File: src/rtl/pc_fetch.sv
// Instruction-fetch front end: program counter, synchronous instruction-memory
// read issue, one-entry skid buffer and the IF/ID pipeline register.
module pc_fetch #(
  parameter int              PC_W     = 8,
  parameter int              INSTR_W  = 32,
  parameter logic [PC_W-1:0] RESET_PC = '0
) (
  input  logic               in_clk,
  input  logic               in_rst,
  input  logic               in_stall,
  input  logic               in_redirect,
  input  logic [PC_W-1:0]    in_target,
  input  logic [INSTR_W-1:0] in_imem_data,
  output logic [PC_W-1:0]    out_imem_addr,
  output logic               out_imem_en,
  output logic               out_if_valid,
  output logic [PC_W-1:0]    out_if_pc,
  output logic [INSTR_W-1:0] out_if_instr
);

  typedef enum logic [1:0] {
    MODE_RESET,
    MODE_REDIRECT,
    MODE_STALL,
    MODE_RUN
  } mode_t;

  localparam logic [PC_W-1:0] PC_ONE = {{(PC_W-1){1'b0}}, 1'b1};

  mode_t w_mode;

  logic [PC_W-1:0]    r_pc;
  logic               r_req_valid;
  logic [PC_W-1:0]    r_req_pc;
  logic               r_skid_valid;
  logic [PC_W-1:0]    r_skid_pc;
  logic [INSTR_W-1:0] r_skid_instr;
  logic               r_if_valid;
  logic [PC_W-1:0]    r_if_pc;
  logic [INSTR_W-1:0] r_if_instr;

  // Cycle mode in priority order: reset, redirect, stall, run.
  always_comb begin
    w_mode = MODE_RUN;
    if (in_rst) begin
      w_mode = MODE_RESET;
    end else if (in_redirect) begin
      w_mode = MODE_REDIRECT;
    end else if (in_stall) begin
      w_mode = MODE_STALL;
    end
  end

  assign out_imem_en   = (w_mode == MODE_RUN);
  assign out_imem_addr = r_pc;

  always_ff @(posedge in_clk) begin
    if (in_rst) begin
      r_pc        <= RESET_PC;
      r_req_valid <= 1'b0;
      r_req_pc    <= '0;
    end else begin
      unique case (w_mode)
        MODE_REDIRECT: begin
          r_pc        <= in_target;
          r_req_valid <= 1'b0;
        end
        MODE_RUN: begin
          r_pc        <= r_pc + PC_ONE;
          r_req_valid <= 1'b1;
          r_req_pc    <= r_pc;
        end
        default: begin
          r_req_valid <= 1'b0;
        end
      endcase
    end
  end

  // The skid entry only fills while stalled; no reads issue then, so it never overflows.
  always_ff @(posedge in_clk) begin
    if (in_rst) begin
      r_skid_valid <= 1'b0;
      r_skid_pc    <= '0;
      r_skid_instr <= '0;
    end else begin
      unique case (w_mode)
        MODE_STALL: begin
          if (r_req_valid && !r_skid_valid) begin
            r_skid_valid <= 1'b1;
            r_skid_pc    <= r_req_pc;
            r_skid_instr <= in_imem_data;
          end
        end
        MODE_RUN: begin
          r_skid_valid <= 1'b0;
        end
        default: begin
          r_skid_valid <= 1'b0;
        end
      endcase
    end
  end

  always_ff @(posedge in_clk) begin
    if (in_rst) begin
      r_if_valid <= 1'b0;
      r_if_pc    <= '0;
      r_if_instr <= '0;
    end else begin
      unique case (w_mode)
        MODE_REDIRECT: begin
          r_if_valid <= 1'b0;
        end
        MODE_RUN: begin
          if (r_skid_valid) begin
            r_if_valid <= 1'b1;
            r_if_pc    <= r_skid_pc;
            r_if_instr <= r_skid_instr;
          end else if (r_req_valid) begin
            r_if_valid <= 1'b1;
            r_if_pc    <= r_req_pc;
            r_if_instr <= in_imem_data;
          end else begin
            r_if_valid <= 1'b0;
          end
        end
        default: begin
          r_if_valid <= r_if_valid;
        end
      endcase
    end
  end

  assign out_if_valid = r_if_valid;
  assign out_if_pc    = r_if_pc;
  assign out_if_instr = r_if_instr;

endmodule

File: config.mk
export PLATFORM = sky130hd
export DESIGN_NAME = pc_fetch
export DESIGN_NICKNAME = d
export VERILOG_FILES = /design/src/rtl/pc_fetch.sv
export SDC_FILE = /design/constraint.sdc
export NUM_CORES = 1
export LEC_CHECK = 0
export ABC_AREA = 1
export CORE_MARGIN = 1
export CORE_UTILIZATION = 30
export DETAILED_ROUTE_END_ITERATION = 10
export GPL_TIMING_DRIVEN = 0
export SYNTH_ARGS = -nofsm -noshare
export SYNTH_HDL_FRONTEND = slang
export SYNTH_SLANG_ARGS = --single-unit
File: constraint.sdc
create_clock -name in_clk -period 2 [get_ports in_clk]
set_input_delay 0.3 -clock in_clk [delete_from_list [all_inputs] [get_ports in_clk]]
set_output_delay 0.3 -clock in_clk [all_outputs]
set_load 0.1 [all_outputs]
==> flow_summary.ini <==
[status]
outcome = finished clean

[final_layout]
final_nets = 756
final_cell_mix = nand2_1 (163), dfxtp_1 (99), nor2_1 (66), dlygate4sd2_1 (48), clkdlybuf4s50_1 (42)
antenna_cells = 0
num-fill-cells = 1499
fin_util = 0.411
syn_to_final_growth_pct = 31.5
finalNonFillerCells = 896
fin_area_um2 = 5800
layout-drive-gt1-share = 0.131
final_common_cell = nand2_1

[route]
vias = 4258
post_drt_wl_per_cell_um = 13.7
drtPass1Iterations = 5
ant_nets = 0
drtIter0Drc = 321
drc = 0
vias_per_cell = 4.75
wirelength_mm = 12.3

[sta]
hold_viol = 0
fin_skew_ns = 0.00725
timing.final.crit_share = 0.984
slew-limit-headroom = 0.350
fin_tns_setup_ns = 0
setup_viol = 0
worst_pin_slew_ns = 0.979
fin_crit_ns = 1.97
clock.fmax_mhz = 508
rsz0062_at_grt = false
finalMaxSlewViolations = 0

[worst_setup_path]
crit_path_end = out_imem_addr[3]
cp.required_ns = 1.70
worstPathArrival_ns = 1.67
path_max_fanout = 5
crit_buf_inv = 1
crit_type = reg -> out
path_depth = 1
reg2reg_slack_ns = 0.57
r2r-start = r_req_valid
critPathCaptureType = primary output
crit_path_cell_trace = dlygate4sd2_1
start_kind = register
cp-startpoint = out_imem_addr[3]
reg2regPathDepth = 7
cp_slowest_cell = dlygate4sd2_1
slowest_delay_ns = 0.89
timing.rr.end = out_if_instr[8]
path_delay_family = buffers and inverters

[synth]
synth_compound_area_frac = 0.138
ys_ff_latch = 99
synth_mux_area_frac = 0
synth.avg_cell_area_um2 = 7.27
synth_top_family_by_area = simple AND/OR/NAND/NOR gates
netlist_area_um2 = 4410
synth-simple-area-share = 0.320
synth.yosys.seq_area_share = 0.449
yosysWarnings = 0
synthXorXnorAreaFrac = 0
synth_nets = 652
synth_fa_ha_area_frac = 0.00284
syn_inst = 607
ys_types = 26

[global_route]
track_usage = 0.172
grt_max_degree = 15
grt_pass1_wl_mm = 20.3
antenna_found_initial = 0
overflow = 0
first_global_vias = 4065

[die]
core_um2 = 14100
die_w_um = 123
die_height_um = 123
start_util = 0.313
dieArea_um2 = 15200
pin_count = 94
rows = 43

[cts]
clock_latency_ns = 0.35
numCtsBuffers = 9
cts_tree = done
clock-sinks = 99
clockBufferDepth = 2
clockRootBuffer = clkbuf_16
path_clk_slew_ns = 0.07
htree_levels = 3

[power]
vdd_drop_max_uv = 359
clkPwrFrac = 0.395
p_leak_nw = 2.54
seqPwrFrac = 0.472
combPwrFrac = 0.133
p_int_mw = 3.16
power_density_nw_per_um2 = 745
switching_share = 0.268
p_total_mw = 4.32
p_sw_mw = 1.16

[place]
gp_congestion = 0.798
placed_cells = 879
dp_hpwl_mm = 8.86
portBuffers = 92
dpl_cell_area_um2 = 5560

[run]
maxCapViolCount = 0

[worst_hold_path]
hold_path_class = in -> reg
-- area by class of cell --
cell class | count | area [um2] | area share
Clock buffer | 15 | 288 | 0.0496
Multi-Input combinational cell | 434 | 2030 | 0.350
Inverter | 31 | 124 | 0.0214
Sequential cell | 99 | 1980 | 0.342
Timing Repair Buffer | 93 | 870 | 0.150
Tap cell | 180 | 225 | 0.0388
Buffer | 43 | 273 | 0.0470
Clock inverter | 1 | 5.00 | 0.000863
-- stage by stage --
stage,hold WS (ns),setup WS [ns]
floorplan,0.437,0.0873
global placement,0.448,-0.840
detailed placement,0.454,-0.828
CTS,0.212,0.00928
global route,0.225,0.00909
finish,0.220,0.0323
-- sequential cells by signal, summed over array words and instances, names as in the netlist --
signal / count
r_req_pc: 8
r_req_valid: 1
out_if_valid: 1
r_skid_instr: 32
r_skid_pc: 8
out_if_instr: 32
r_skid_valid: 1
out_if_pc: 8
out_imem_addr: 8
-- metal layers --
layer	global-route usage	part of all wire	routed length (um)	up-vias
met2	0.273	0.45	5570	137
li1	-	-	-	2185
met3	0.0309	0.058	717	17
met1	0.229	0.47	5780	1919
met5	0	0	0	-
met4	0.0730	0.020	246	0
-- worst reg2reg max path, stage by stage, from the launching register on --
cell and delay [ns]:
dfxtp_1 0.30, buf_2 0.23, inv_2 0.08, a21oi_4 0.29
inv_4 0.10, buf_6 0.17, nor2_2 0.10, nor2_1 0.05
-- worst min path at each step --
stage / startpoint / to / cells past startpoint
finish: in_rst / r_skid_pc[0] / 2
floorplan: r_req_pc[7] / r_req_pc[7] / 2
detailed placement: r_skid_instr[10] / r_skid_instr[10] / 2
global route: in_rst / r_skid_pc[0] / 2
CTS: in_rst / r_skid_pc[0] / 2
global placement: r_skid_instr[23] / r_skid_instr[23] / 2
-- cells in the mapped netlist, drive strengths merged --
cell type  count  area [um2]
nor3           1        5.00
o21ai         71         355
o221ai         1        8.76
nor2         107         514
o22ai          5        31.3
inv           31         124
ha             1        12.5
dfxtp         99        1980
buf           28         216
nand3          8        45.0
nand4         35         219
a21oi         40         211
nand2        165         629
clkbuf        15        56.3
-- kinds of logic after synthesis --
kind of cell | after synthesis
flip-flops | 99
adder cells (fa/ha/maj) | 1
AND/OR/NAND/NOR | 316
buffers and inverters | 74
AO/OA/AOI/OAI | 117
-- power groups by stage --
stage,combinational (mW),sequential [mW],clock (mW)
after floorplan,0.193,2.27,0
after global placement,0.588,2.08,0
after detailed placement,0.591,2.09,0
after CTS,0.576,2.04,1.75
after global routing,0.618,2.04,1.83
final,0.575,2.04,1.71
-- what timing repair did --
item                                    CTS  global route
setup buffers                             0             1
endpoints found under the setup margin   50             2
resized for setup                        55             2
gates cloned                              0             0
pin swaps                                 0             1
hold buffers                              0             0
(Power assumes the default switching activity.)
